<file path="src/rtl/servo_pkg.sv">
// Shared constants and types for the servo pulse generator/decoder pair.
// Timing defaults assume a 100 MHz clock (1.0 / 1.5 / 2.0 ms pulses).
package servo_pkg;

   localparam int unsigned DEF_CW        = 22;
   localparam int unsigned DEF_T_FWD     = 100_000;
   localparam int unsigned DEF_T_BRK     = 150_000;
   localparam int unsigned DEF_T_REV     = 200_000;
   localparam int unsigned DEF_TOL       = 10_000;
   localparam int unsigned DEF_T_MAXHI   = 250_000;
   localparam int unsigned DEF_T_TIMEOUT = 2_100_000;

   // Decoder FSM states
   typedef enum logic [1:0] {
      IDLE   = 2'd0,
      LOW    = 2'd1,
      HIGH   = 2'd2,
      DECODE = 2'd3
   } dec_state_t;

   // True when |w - t| <= tol, evaluated without signed arithmetic
   function automatic logic in_window(input logic [31:0] w,
                                      input logic [31:0] t,
                                      input logic [31:0] tol);
      if (w >= t)
         return (w - t) <= tol;
      else
         return (t - w) <= tol;
   endfunction

endpackage

</file>
<file path="src/rtl/servo_pulse_decoder_sync_edge.sv">
// Multi-flop synchronizer for an asynchronous level, with registered
// rise/fall strobes derived from the synchronized level.
// The chain resets to 1 so that a reset never fabricates a rising edge:
// a pulse already high when reset releases produces no rise strobe.
module sync_edge
   import servo_pkg::*;
#(
   parameter int unsigned STAGES = 2
)(
   input  logic clk,
   input  logic reset,
   input  logic din,
   output logic level,
   output logic rise,
   output logic fall
);

   logic [STAGES-1:0] chain_reg;
   logic              level_d_reg;
   logic              rise_reg;
   logic              fall_reg;

   // Synchronizer shift chain; the last stage is the usable level
   always_ff @(posedge clk) begin
      if (reset)
         chain_reg <= '1;
      else
         chain_reg <= {chain_reg[STAGES-2:0], din};
   end

   // Edge strobes, registered one cycle after the synchronized level changes
   always_ff @(posedge clk) begin
      if (reset) begin
         level_d_reg <= 1'b1;
         rise_reg    <= 1'b0;
         fall_reg    <= 1'b0;
      end else begin
         level_d_reg <= chain_reg[STAGES-1];
         rise_reg    <=  chain_reg[STAGES-1] & ~level_d_reg;
         fall_reg    <= ~chain_reg[STAGES-1] &  level_d_reg;
      end
   end

   assign level = chain_reg[STAGES-1];
   assign rise  = rise_reg;
   assign fall  = fall_reg;

endmodule

</file>
<file path="src/rtl/servo_pulse_decoder.sv">
// Servo pulse decoder: measures the high time of an incoming servo pulse
// train, classifies it as forward / brake / reverse, and flags malformed
// pulses (err strobe) and loss of signal (lost level).
// Results are loaded on the fall edge seen in HIGH; DECODE is the single
// cycle in which the fresh width/direction/brake and the strobe are shown.
module servo_pulse_decoder
   import servo_pkg::*;
#(
   parameter int unsigned CW        = DEF_CW,
   parameter int unsigned T_FWD     = DEF_T_FWD,
   parameter int unsigned T_BRK     = DEF_T_BRK,
   parameter int unsigned T_REV     = DEF_T_REV,
   parameter int unsigned TOL       = DEF_TOL,
   parameter int unsigned T_MAXHI   = DEF_T_MAXHI,
   parameter int unsigned T_TIMEOUT = DEF_T_TIMEOUT
)(
   input  logic          clk,
   input  logic          reset,
   input  logic          pwm_in,
   output logic          direction,
   output logic          brake,
   output logic [CW-1:0] width,
   output logic          valid,
   output logic          err,
   output logic          lost
);

   localparam logic [CW-1:0] MAXHI_C   = CW'(T_MAXHI);
   localparam logic [CW-1:0] TIMEOUT_C = CW'(T_TIMEOUT);

   logic          sync_level;
   logic          sync_rise;
   logic          sync_fall;

   dec_state_t    state_reg, state_next;
   logic [CW-1:0] hi_cnt_reg, hi_cnt_next;
   logic [CW-1:0] hi_plus;
   logic [CW-1:0] width_reg, width_next;
   logic          dir_reg, dir_next;
   logic          brk_reg, brk_next;
   logic          valid_reg, valid_next;
   logic          err_reg, err_next;
   logic [CW-1:0] loss_cnt_reg;
   logic          is_fwd, is_brk, is_rev;

   sync_edge #(
      .STAGES (2)
   ) u_sync (
      .clk   (clk),
      .reset (reset),
      .din   (pwm_in),
      .level (sync_level),
      .rise  (sync_rise),
      .fall  (sync_fall)
   );

   // Classifier: hi_plus is the high time including the current (fall) cycle
   always_comb begin
      hi_plus = hi_cnt_reg + CW'(1);
      is_fwd  = in_window(32'(hi_plus), T_FWD, TOL);
      is_brk  = in_window(32'(hi_plus), T_BRK, TOL);
      is_rev  = in_window(32'(hi_plus), T_REV, TOL);
   end

   // FSM next-state, hi-counter and output-register next values
   always_comb begin
      state_next  = state_reg;
      hi_cnt_next = hi_cnt_reg;
      width_next  = width_reg;
      dir_next    = dir_reg;
      brk_next    = brk_reg;
      valid_next  = 1'b0;
      err_next    = 1'b0;
      case (state_reg)
         IDLE: begin
            // Only measure pulses whose rising edge we actually saw
            if (!sync_level)
               state_next = LOW;
         end
         LOW: begin
            if (sync_rise) begin
               hi_cnt_next = '0;
               state_next  = HIGH;
            end
         end
         HIGH: begin
            if (sync_fall) begin
               width_next = hi_plus;
               state_next = DECODE;
               if (is_fwd) begin
                  dir_next   = 1'b0;
                  brk_next   = 1'b0;
                  valid_next = 1'b1;
               end else if (is_rev) begin
                  dir_next   = 1'b1;
                  brk_next   = 1'b0;
                  valid_next = 1'b1;
               end else if (is_brk) begin
                  brk_next   = 1'b1;
                  valid_next = 1'b1;
               end else begin
                  err_next   = 1'b1;
               end
            end else if (hi_plus == MAXHI_C) begin
               // Stuck high: abandon, then insist on a low before measuring again
               err_next   = 1'b1;
               state_next = IDLE;
            end else begin
               hi_cnt_next = hi_plus;
            end
         end
         DECODE: begin
            state_next = LOW;
         end
         default: begin
            state_next = IDLE;
         end
      endcase
   end

   // FSM state, hi-counter and decoded output registers
   always_ff @(posedge clk) begin
      if (reset) begin
         state_reg  <= IDLE;
         hi_cnt_reg <= '0;
         width_reg  <= '0;
         dir_reg    <= 1'b0;
         brk_reg    <= 1'b1;
         valid_reg  <= 1'b0;
         err_reg    <= 1'b0;
      end else begin
         state_reg  <= state_next;
         hi_cnt_reg <= hi_cnt_next;
         width_reg  <= width_next;
         dir_reg    <= dir_next;
         brk_reg    <= brk_next;
         valid_reg  <= valid_next;
         err_reg    <= err_next;
      end
   end

   // Loss-of-signal counter: saturating, cleared together with the valid strobe
   always_ff @(posedge clk) begin
      if (reset)
         loss_cnt_reg <= TIMEOUT_C;
      else if (valid_next)
         loss_cnt_reg <= '0;
      else if (loss_cnt_reg != TIMEOUT_C)
         loss_cnt_reg <= loss_cnt_reg + CW'(1);
   end

   assign lost      = (loss_cnt_reg == TIMEOUT_C);
   assign direction = dir_reg;
   assign brake     = brk_reg | lost;
   assign width     = width_reg;
   assign valid     = valid_reg;
   assign err       = err_reg;

endmodule
</file>
<file path="config.mk">
export PLATFORM = sky130hd
export DESIGN_NAME = servo_pulse_decoder
export DESIGN_NICKNAME = d
export VERILOG_FILES = /design/src/rtl/servo_pkg.sv /design/src/rtl/servo_pulse_decoder_sync_edge.sv /design/src/rtl/servo_pulse_decoder.sv
export SDC_FILE = /design/constraint.sdc
export NUM_CORES = 1
export LEC_CHECK = 0
export BUFFER_PORTS_ARGS = -buffer_cell sky130_fd_sc_hd__buf_2
export CELL_PAD_IN_SITES_DETAIL_PLACEMENT = 0
export CELL_PAD_IN_SITES_GLOBAL_PLACEMENT = 1
export CORE_UTILIZATION = 46
export CTS_BUF_LIST = sky130_fd_sc_hd__clkbuf_4 sky130_fd_sc_hd__clkbuf_8 sky130_fd_sc_hd__clkbuf_16
export DETAILED_ROUTE_END_ITERATION = 16
export PLACE_DENSITY = 0.86
export SLEW_MARGIN = 20
export SYNTH_ARGS = -nofsm -noshare
export SYNTH_HDL_FRONTEND = slang
export SYNTH_SLANG_ARGS = --single-unit
</file>
<file path="constraint.sdc">
create_clock -name clk -period 5.1 [get_ports clk]
set_clock_uncertainty 0.15 [all_clocks]
set_input_delay 0.255 -clock clk [delete_from_list [all_inputs] [get_ports clk]]
set_output_delay 0.255 -clock clk [all_outputs]
set_load 0.01 [all_outputs]
</file>
==> flow_summary.toml, run 1 <==
[clock_tree]
root_buffer = "clkbuf_16"
cts_sinks = 77
max-clock-path-buffers = 2
path_clk_slew_ns = 0.07
numCtsBuffers = 9
htree_levels = 3
cts.repair.resized = 0
tritoncts = "done"
insertion_delay_ns = 0.36

[worst_hold_path]
hold_class = "register to register"
min_from = "u_sync.level_d_reg"

[worst_setup_path]
path_max_fanout = 23
worst-path-buf-inv = 2
critical_path.most_common_cell = "nor2_1"
cp.arrival_ns = 4.78
worst_ep_required_time_ns = 5.16
r2r-start = "hi_cnt_reg[2]"
crit_path_end_kind = "register"
worst_path_max_delay_cell = "nor2_1"
crit_chain = "and4_1 -> a21boi_0 -> nor2_1 -> ha_1 -> a21oi_1 -> o21ai_0 -> a31oi_1 -> buf_4 -> nor2_1 -> xnor2_1 -> o211a_1 -> nor4_1 -> nand4_1 -> a41oi_4 -> buf_12 -> nor3_1"
worstSetupPathType = "register to register"
path_delay_family = "simple AND/OR/NAND/NOR gates"
crit_path_start_kind = "register"
critPathMaxStageDelay_ns = 0.72
critPathLaunch = "hi_cnt_reg[2]"

[final_layout]
multi_input_area_mm2 = 0.00432
syn_to_final_growth_pct = 10.6
fillCellCount = 1304
drive_gt1_share_pct = 13.4
final_net_count = 866
regArea_mm2 = 0.00154
n_antenna_cell = 0

[place]
gp_congestion = 0.955
dp_hpwl_mm = 13.8
io_buffers = 29

[synthesis]
synth.area.mux_share_pct = 1.83
synthAdderAreaFrac_pct = 2.02
ys_seq_area_share_pct = 24.8
async_reset_ff_share_pct = 0
syn-cell-area_mm2 = 0.00621
yosysTopAreaCell = "dfxtp_1"
synth_compound_area_share_pct = 27.2
synthSimpleGateAreaFrac_pct = 30.7
synth_top_area_share_pct = 24.8
synthXorXnorAreaFrac_pct = 7.76
synth.area.top_cells = "dfxtp_1, nor2_1, xnor2_1"
yosysUniqueCellTypes = 79
synth_most_common_cell = "nor2_1"
synth_seq_cells = 77
netlist_top_cells_count = "nor2_1, dfxtp_1, nand2_1"
yosysWarnings = 0
synth-edff-count = 0
syn-num-nets = 855
syn_avg_cell_area_um2 = 7.37
synth_ff_type = "dfxtp_1"
synthCells = 842
synth_top_family_by_area = "simple AND/OR/NAND/NOR gates"

[die]
num_rows = 42
die_x_um = 118
initial_core_util_pct = 47.1
die_height_um = 118
core_area_mm2 = 0.0132
fp.dieArea_mm2 = 0.0140
design.portCount = 30

[sta]
clock.fmax_mhz = 212
finalHoldViolCount = 0
finalCritPeriodShare_pct = 92.6
rsz0062_at_grt = "false"
setup_tns_ns = 0
relSlewSlack_pct = 29.7
worst_slew_pin_slew_ns = 1.05
slew_viol_final = 0
finalCriticalPeriod_ns = 4.72
setup_viol = 0

[global_route]
grt_pass1_wl_mm = 30.7
grt.total_usage_pct = 27.3
antenna_found_initial = 0
grt_pass1_vias = 5986
grt_max_degree = 46
overflow = 0

[route]
wl_per_cell_um = 18.0
first_pass_iters = 5
postRouteAntennaNets = 0
drtIter0Drc = 687
drc = 0
routed_wl_mm = 18.6
viasPerCell = 6.34
via_count = 6558

[power_and_ir_drop]
total_power_mw = 1.36
ir_worst_vdd_v = 0.000167
leakage_nw = 2.43
power.density_mw_per_mm2 = 198

[job]
max_cap_viol_count = 0

[outcome]
outcome = "completed"
-- cell families after synthesis --
family	after synthesis
AOI/OAI and AO/OA	239
and+or+nand+nor	368
adders and majority gates	10
DFF	77
buffers and inverters	82
muxes	11
xor gates and xnor gates	55
-- path summary, 6_finish.rpt --
check	end	slack, ns	depth (start not counted)
max reg2reg	loss_cnt_reg[0]	0.38	16
max	loss_cnt_reg[0]	0.38	16
min	u_sync.rise	0.27	1
min reg2reg	u_sync.rise	0.27	1
-- where the power goes --
| group | switching, mW | internal [mW] |
|---|---|---|
| Clock | 0.294 | 0.340 |
| Combinational | 0.0716 | 0.0392 |
| Sequential | 0.00565 | 0.608 |
| Total | 0.371 | 0.987 |
-- repair_timing --
action / in CTS / in global routing
buffers inserted: 0 / 0
hold endpoints to repair: 1 / 0
hold buffers: 1 / 0
-- through the flow --
step / std cells / setup slack (ns) / hold WS [ns] / util [%] / area, um2
final: 1034 / 0.379 / 0.273 / 52.1 / 6870
after global routing: 1034 / 0.138 / 0.282 / 52.1 / 6870
after CTS: 1034 / 0.473 / 0.275 / 52.1 / 6870
after detailed placement: 1017 / 0.501 / 0.251 / 49.8 / 6570
after global placement: 1017 / 0.518 / 0.246 / 49.8 / 6570
after floorplan: 842 / 0.996 / 0.209 / - / 6210
-- cell usage in the layout (no fill, tap or decap), types with 18 or more instances in the layout --
cell type	Yosys	final
nand2_1	72	72
xor2_1	20	20
buf_2	16	29
dfxtp_1	77	77
nor3_1	47	47
o21ai_0	43	42
nor2_1	84	84
nand4_1	18	18
a21oi_1	48	48
nand3_1	45	45
a211oi_1	30	30
buf_4	3	35
xnor2_1	35	35
-- routing by layer --
layer | share of wire (%) | global-route usage, % | routed length, um | up-vias
li1 | - | - | - | 3157
met4 | 2.5 | 12.1 | 461 | 0
met3 | 7.2 | 3.19 | 1330 | 33
met1 | 46 | 37.6 | 8510 | 3087
met5 | 0 | 0 | 0 | -
met2 | 45 | 42.7 | 8310 | 281
-- cell type report --
class / instances / share of cell area, %
timing repair buffer: 66 / 6.38
multi-input combinational: 683 / 62.9
tap: 176 / 3.21
clock inverter: 7 / 0.893
inverter: 16 / 0.875
clock buffer: 9 / 3.28
sequential: 77 / 22.4
Power figures use the tool's default switching activity.
==> run 2, diff against run 1 <==
Settings changed: ABC_AREA set to 1, CORE_UTILIZATION 46 to 44, PLACE_DENSITY 0.86 to 0.87.
==> run 2 against run 1 <==
Effect of this change: final cell count increased by 40%; register-to-register slack better by 0.42 ns; clock power down 3%; final area grew 9.1%; wire length increased by 21%; clock-buffer cell count rose by 1; sequential share of layout area is 1.9 points lower.
==> flow_summary.toml, run 2 <==
[die]
num_rows = 45
initial_core_util_pct = 45.5
core_area_mm2 = 0.0154
fp.dieArea_mm2 = 0.0164
design.portCount = 30
die_height_um = 128
die_x_um = 128

[clock_tree]
htree_levels = 3
ctsHoldBuffers = 1
max-clock-path-buffers = 2
cts_sinks = 77
insertion_delay_ns = 0.34
cts.repair.resized = 0
tritoncts = "done"
path_clk_slew_ns = 0.06
cts_setup_buffers = 0
numCtsBuffers = 9
root_buffer = "clkbuf_16"

[sta]
clock.fmax_mhz = 232
slew_viol_final = 0
finalCritPeriodShare_pct = 84.4
relSlewSlack_pct = 28.5
whs_ns = 0.0931
worst_slew_pin_slew_ns = 1.07
setup_tns_ns = 0
finalHoldViolCount = 0
rsz0062_at_grt = "false"
setup_viol = 0
finalCriticalPeriod_ns = 4.30

[global_route]
overflow = 0
grt_pass1_wl_mm = 36.2
grt.total_usage_pct = 28.3
grt_max_degree = 48
antenna_found_initial = 0
grt_pass1_vias = 6834

[worst_setup_path]
critPathMaxStageDelay_ns = 0.46
worst-path-buf-inv = 1
worst_ep_required_time_ns = 5.17
worstSetupPathType = "register to register"
crit_path_end_kind = "register"
critical_path.most_common_cell = "nand2_1"
worst_path_max_delay_cell = "dfxtp_1"
rrSetupSlack_ns = 0.80
cp.arrival_ns = 4.37
path_delay_family = "simple AND/OR/NAND/NOR gates"
crit_path_start_kind = "register"
path_max_fanout = 17

[synthesis]
yosysWarnings = 0
synth-edff-count = 0
yosysTopAreaCell = "nand2_1"
synth_ff_type = "dfxtp_1"
synth_most_common_cell = "nand2_1"
synthCells = 1226
yosysUniqueCellTypes = 39
netlist_top_cells_count = "nand2_1, nor2_1, nand3_1"
synth_seq_cells = 77
syn-num-nets = 1239
syn-cell-area_mm2 = 0.00699
ys_seq_area_share_pct = 22.0
synth.area.top_cells = "nand2_1, dfxtp_1, nand3_1"
syn_avg_cell_area_um2 = 5.70
async_reset_ff_share_pct = 0
synth_top_area_share_pct = 22.9

[final_layout]
mostFrequentLayoutCells = "nand2_1, nor2_1, nand3_1"
drive_gt1_share_pct = 12.0
final_net_count = 1245
n_antenna_cell = 0
layout_commonest_cell = "nand2_1"
syn_to_final_growth_pct = 7.14

[route]
wl_per_cell_um = 15.6
drc = 0
first_pass_iters = 5
met3_length_mm = 1.79
top_layer = "met4"
routed_wl_mm = 22.5
wl_met2_mm = 9.60
drtIter0Drc = 740
postRouteAntennaNets = 0
via_count = 7806
wl_met1_mm = 10.6
viasPerCell = 5.39

[power_and_ir_drop]
ir_worst_vdd_v = 0.000327
leakage_nw = 3.66
power.density_mw_per_mm2 = 511

[worst_hold_path]
hold_class = "input pin to register"

[outcome]
outcome = "completed"

[place]
io_buffers = 29
gp_congestion = 0.930
dp_hpwl_mm = 16.9

[job]
max_cap_viol_count = 0
[run 2: cell types whose count changed after synthesis, moves of 38 or more]
cell and delta:
nor3_1 -38, inv_1 +97, nand2_1 +355, nor2_1 +58
nand3_1 +90
[run 2: layout make-up]
type                            count  area [um2]
Tap cell                          211         264
Sequential cell                    77        1540
Clock buffer                       10         233
Multi-Input combinational cell    986        4750
Timing Repair Buffer               34         185
Inverter                          124         468
Clock inverter                      6        47.5
Fill cell                        1659        7880
[run 2: power breakdown]
part	internal, mW	total (mW)	switching (mW)
Sequential	0.685	0.784	0.0993
Combinational	0.679	2.43	1.75
Clock	0.340	0.615	0.275
[run 2: worst paths after layout]
check                                          from                  end  depth (start not counted)
worst min register to register  u_sync.chain_reg[0]  u_sync.chain_reg[1]                          1
worst min-delay path                          reset        hi_cnt_reg[2]                          2
worst max register to register        hi_cnt_reg[0]      loss_cnt_reg[7]                         25
worst max-delay path                  hi_cnt_reg[0]      loss_cnt_reg[7]                         25
[run 2: logic make-up after synthesis]
family | after synthesis | synth area share, %
compound gates | 116 | 9.43
simple gates | 831 | 53.1
buf+inv | 163 | 10.0
fa+ha+maj | 10 | 1.79
flops | 77 | 22.0
xor+xnor | 29 | 3.63
[run 2: worst reg2reg max path, delay by kind of cell (launching register included)]
family | cells | cell delay (ns)
simple gates | 22 | 2.76
buf+inv | 1 | 0.10
fa+ha+maj | 2 | 0.69
flops | 1 | 0.46
[run 2: through the flow]
step	util, %	total power [mW]	cell area, um2	std cells	setup WS, ns
3_5_place_dp	46.9	3.15	7200	1431	0.876
4_1_cts	48.7	3.78	7490	1448	0.850
2_1_floorplan	-	2.60	6990	1226	1.76
6_report	48.7	3.83	7490	1448	0.796
3_3_place_gp	46.9	3.16	7200	1431	0.969
5_1_grt	48.7	4.13	7490	1448	0.394
[run 2: layer usage]
layer | vias to the layer above | track usage (%)
met3 | 39 | 4.22
met4 | 0 | 8.86
met2 | 299 | 42.7
met5 | - | 0
met1 | 3518 | 41.1
li1 | 3950 | -
==> run 3, diff against run 2 <==
Settings changed: ABC_AREA 1 to 0, CORE_UTILIZATION 44 to 46, PLACE_DENSITY 0.87 to 0.86.
Clock period 5.1 ns to 4.3 ns, I/O delays scaled along.
==> run 3 against run 2 <==
Effect of this change: clock-buffer cell count shrank 1; non-clock buffer count rose by 62; fmax rose by 4.6%; register-to-register slack lost 0.61 ns; wire length fell by 12%.
==> flow_summary.toml, run 3 (same netlist as run 1, synthesis figures left out) <==
[worst_setup_path]
reg2reg_to = "loss_cnt_reg[0]"
path_max_fanout = 23
crit_cells = 13
endpoint = "loss_cnt_reg[0]"
crit_chain = "nand2_1 -> or4_4 -> or3_1 -> and2_1 -> buf_4 -> a211oi_1 -> o21ai_0 -> a22o_1 -> a2111oi_4 -> a41oi_2 -> a41oi_4 -> buf_12 -> nor3_1"
crit_path_start_kind = "register"
critPathLaunch = "hi_cnt_reg[7]"
worst_path_max_delay_cell = "dfxtp_1"
r2r-start = "hi_cnt_reg[7]"
worst-path-buf-inv = 2
critPathMaxStageDelay_ns = 0.62
r2r_cells = 13
crit_path_end_kind = "register"
worstSetupPathType = "register to register"
worst_ep_required_time_ns = 4.34
path_delay_family = "simple AND/OR/NAND/NOR gates"
cp.arrival_ns = 4.16
rrSetupSlack_ns = 0.19

[die]
die_x_um = 118
die_height_um = 118
num_rows = 42
design.portCount = 30
core_area_mm2 = 0.0132
initial_core_util_pct = 47.1
fp.dieArea_mm2 = 0.0140

[sta]
rsz0062_at_grt = "false"
slew_viol_final = 0
setup_viol = 0
setup_tns_ns = 0
worst_slew_pin_slew_ns = 1.15
clock.fmax_mhz = 243
relSlewSlack_pct = 22.9
finalHoldViolCount = 0
finalCritPeriodShare_pct = 95.7
whs_ns = 0.269
fin_ws_ns = 0.186
finalCriticalPeriod_ns = 4.11

[final_layout]
final_net_count = 896
fillCellCount = 1278
n_antenna_cell = 0
layout_commonest_cell = "nor2_1"
fin_util_pct = 54.5
drive_gt1_share_pct = 18.1
mostFrequentLayoutCells = "nor2_1, dfxtp_1, nand2_1"
syn_to_final_growth_pct = 15.8

[clock_tree]
root_buffer = "clkbuf_16"
htree_levels = 3
numCtsBuffers = 9
tritoncts = "done"
cts_sinks = 77
max-clock-path-buffers = 2
path_clk_slew_ns = 0.06
insertion_delay_ns = 0.35

[route]
first_pass_iters = 5
wl_per_cell_um = 18.6
drc = 0
via_count = 6680
drtIter0Drc = 579
postRouteAntennaNets = 0
viasPerCell = 6.28
routed_wl_mm = 19.8

[global_route]
use_met1_pct = 40.9
busiest_layer = "met2"
antenna_found_initial = 0
overflow = 0
grt_pass1_vias = 6142
grt.total_usage_pct = 28.9
met2_usage_pct = 43.5
grt_max_degree = 53
grt_pass1_wl_mm = 32.4
grtUsageMet3_pct = 5.31

[place]
dp_slack_ns = 0.0379
gp_congestion = 0.977
dp_hpwl_mm = 15.2
io_buffers = 29

[power_and_ir_drop]
ir_worst_vdd_v = 0.000221
leakage_nw = 2.62
power.density_mw_per_mm2 = 219

[outcome]
outcome = "completed"

[job]
max_cap_viol_count = 0

[worst_hold_path]
hold_class = "register to register"
run 3: changes by cell type in the layout (fill, tap and decap cells not counted), sizes merged, moves of 14 or more:
cell	before	now
a211oi	2	30
a21oi	64	48
buf	33	95
inv	125	18
nand2	461	73
nand3	138	46
nor2	181	85
nor3	9	47
nor4	4	18
o21ai	28	45
xnor2	3	35
run 3: final cells by class:
class | count | area (um2) | share of cell area [%]
multi-input cells | 683 | 4410 | 61.4
flip-flops and latches | 77 | 1550 | 21.5
repair buffers | 96 | 667 | 9.28
clock buffers | 9 | 225 | 3.13
well taps | 176 | 220 | 3.06
clock inverters | 7 | 58.8 | 0.818
inverters | 16 | 60.1 | 0.835
run 3: metal layers:
| layer | part of all wire [%] | vias to the layer above |
|---|---|---|
| met1 | 46 | 3155 |
| met5 | 0 | - |
| met2 | 45 | 279 |
| met3 | 7.2 | 34 |
| li1 | - | 3212 |
| met4 | 2.4 | 0 |
run 3: power by group:
group          total [mW]  switching (mW)  internal, mW
clock network       0.725           0.327         0.398
registers           0.727         0.00547         0.722
logic               0.125          0.0809        0.0438
run 3: per-stage QoR:
step                      power, mW  instances  cell area [um2]
after floorplan               0.826        842             6210
after global placement        0.861       1043             6770
after detailed placement      0.868       1043             6770
after CTS                      1.60       1060             7060
after global routing           1.63       1064             7190
final                          1.58       1064             7190
run 3: what timing repair did:
action	CTS	global route
hold endpoints to repair	1	0
setup buffers	0	4
hold buffers	1	0
resized for setup	0	22
setup endpoints to repair	0	26
run 3: worst reg2reg max path, delay by kind of cell, from the launching register on:
| family | cells | cell delay, ns |
|---|---|---|
| AO/OA/AOI/OAI | 6 | 1.22 |
| buffers and inverters | 2 | 0.42 |
| flip-flops | 1 | 0.62 |
| AND/OR/NAND/NOR | 5 | 1.54 |
run 3: how the worst min path moves through the flow:
stage / from / endpoint / cells past startpoint
CTS: u_sync.level_d_reg / u_sync.rise / 1
finish: u_sync.level_d_reg / u_sync.rise / 1
floorplan: pwm_in / u_sync.chain_reg[0] / 1
detailed placement: pwm_in / u_sync.chain_reg[0] / 2
global placement: u_sync.level_d_reg / u_sync.rise / 1
global route: u_sync.level_d_reg / u_sync.rise / 1
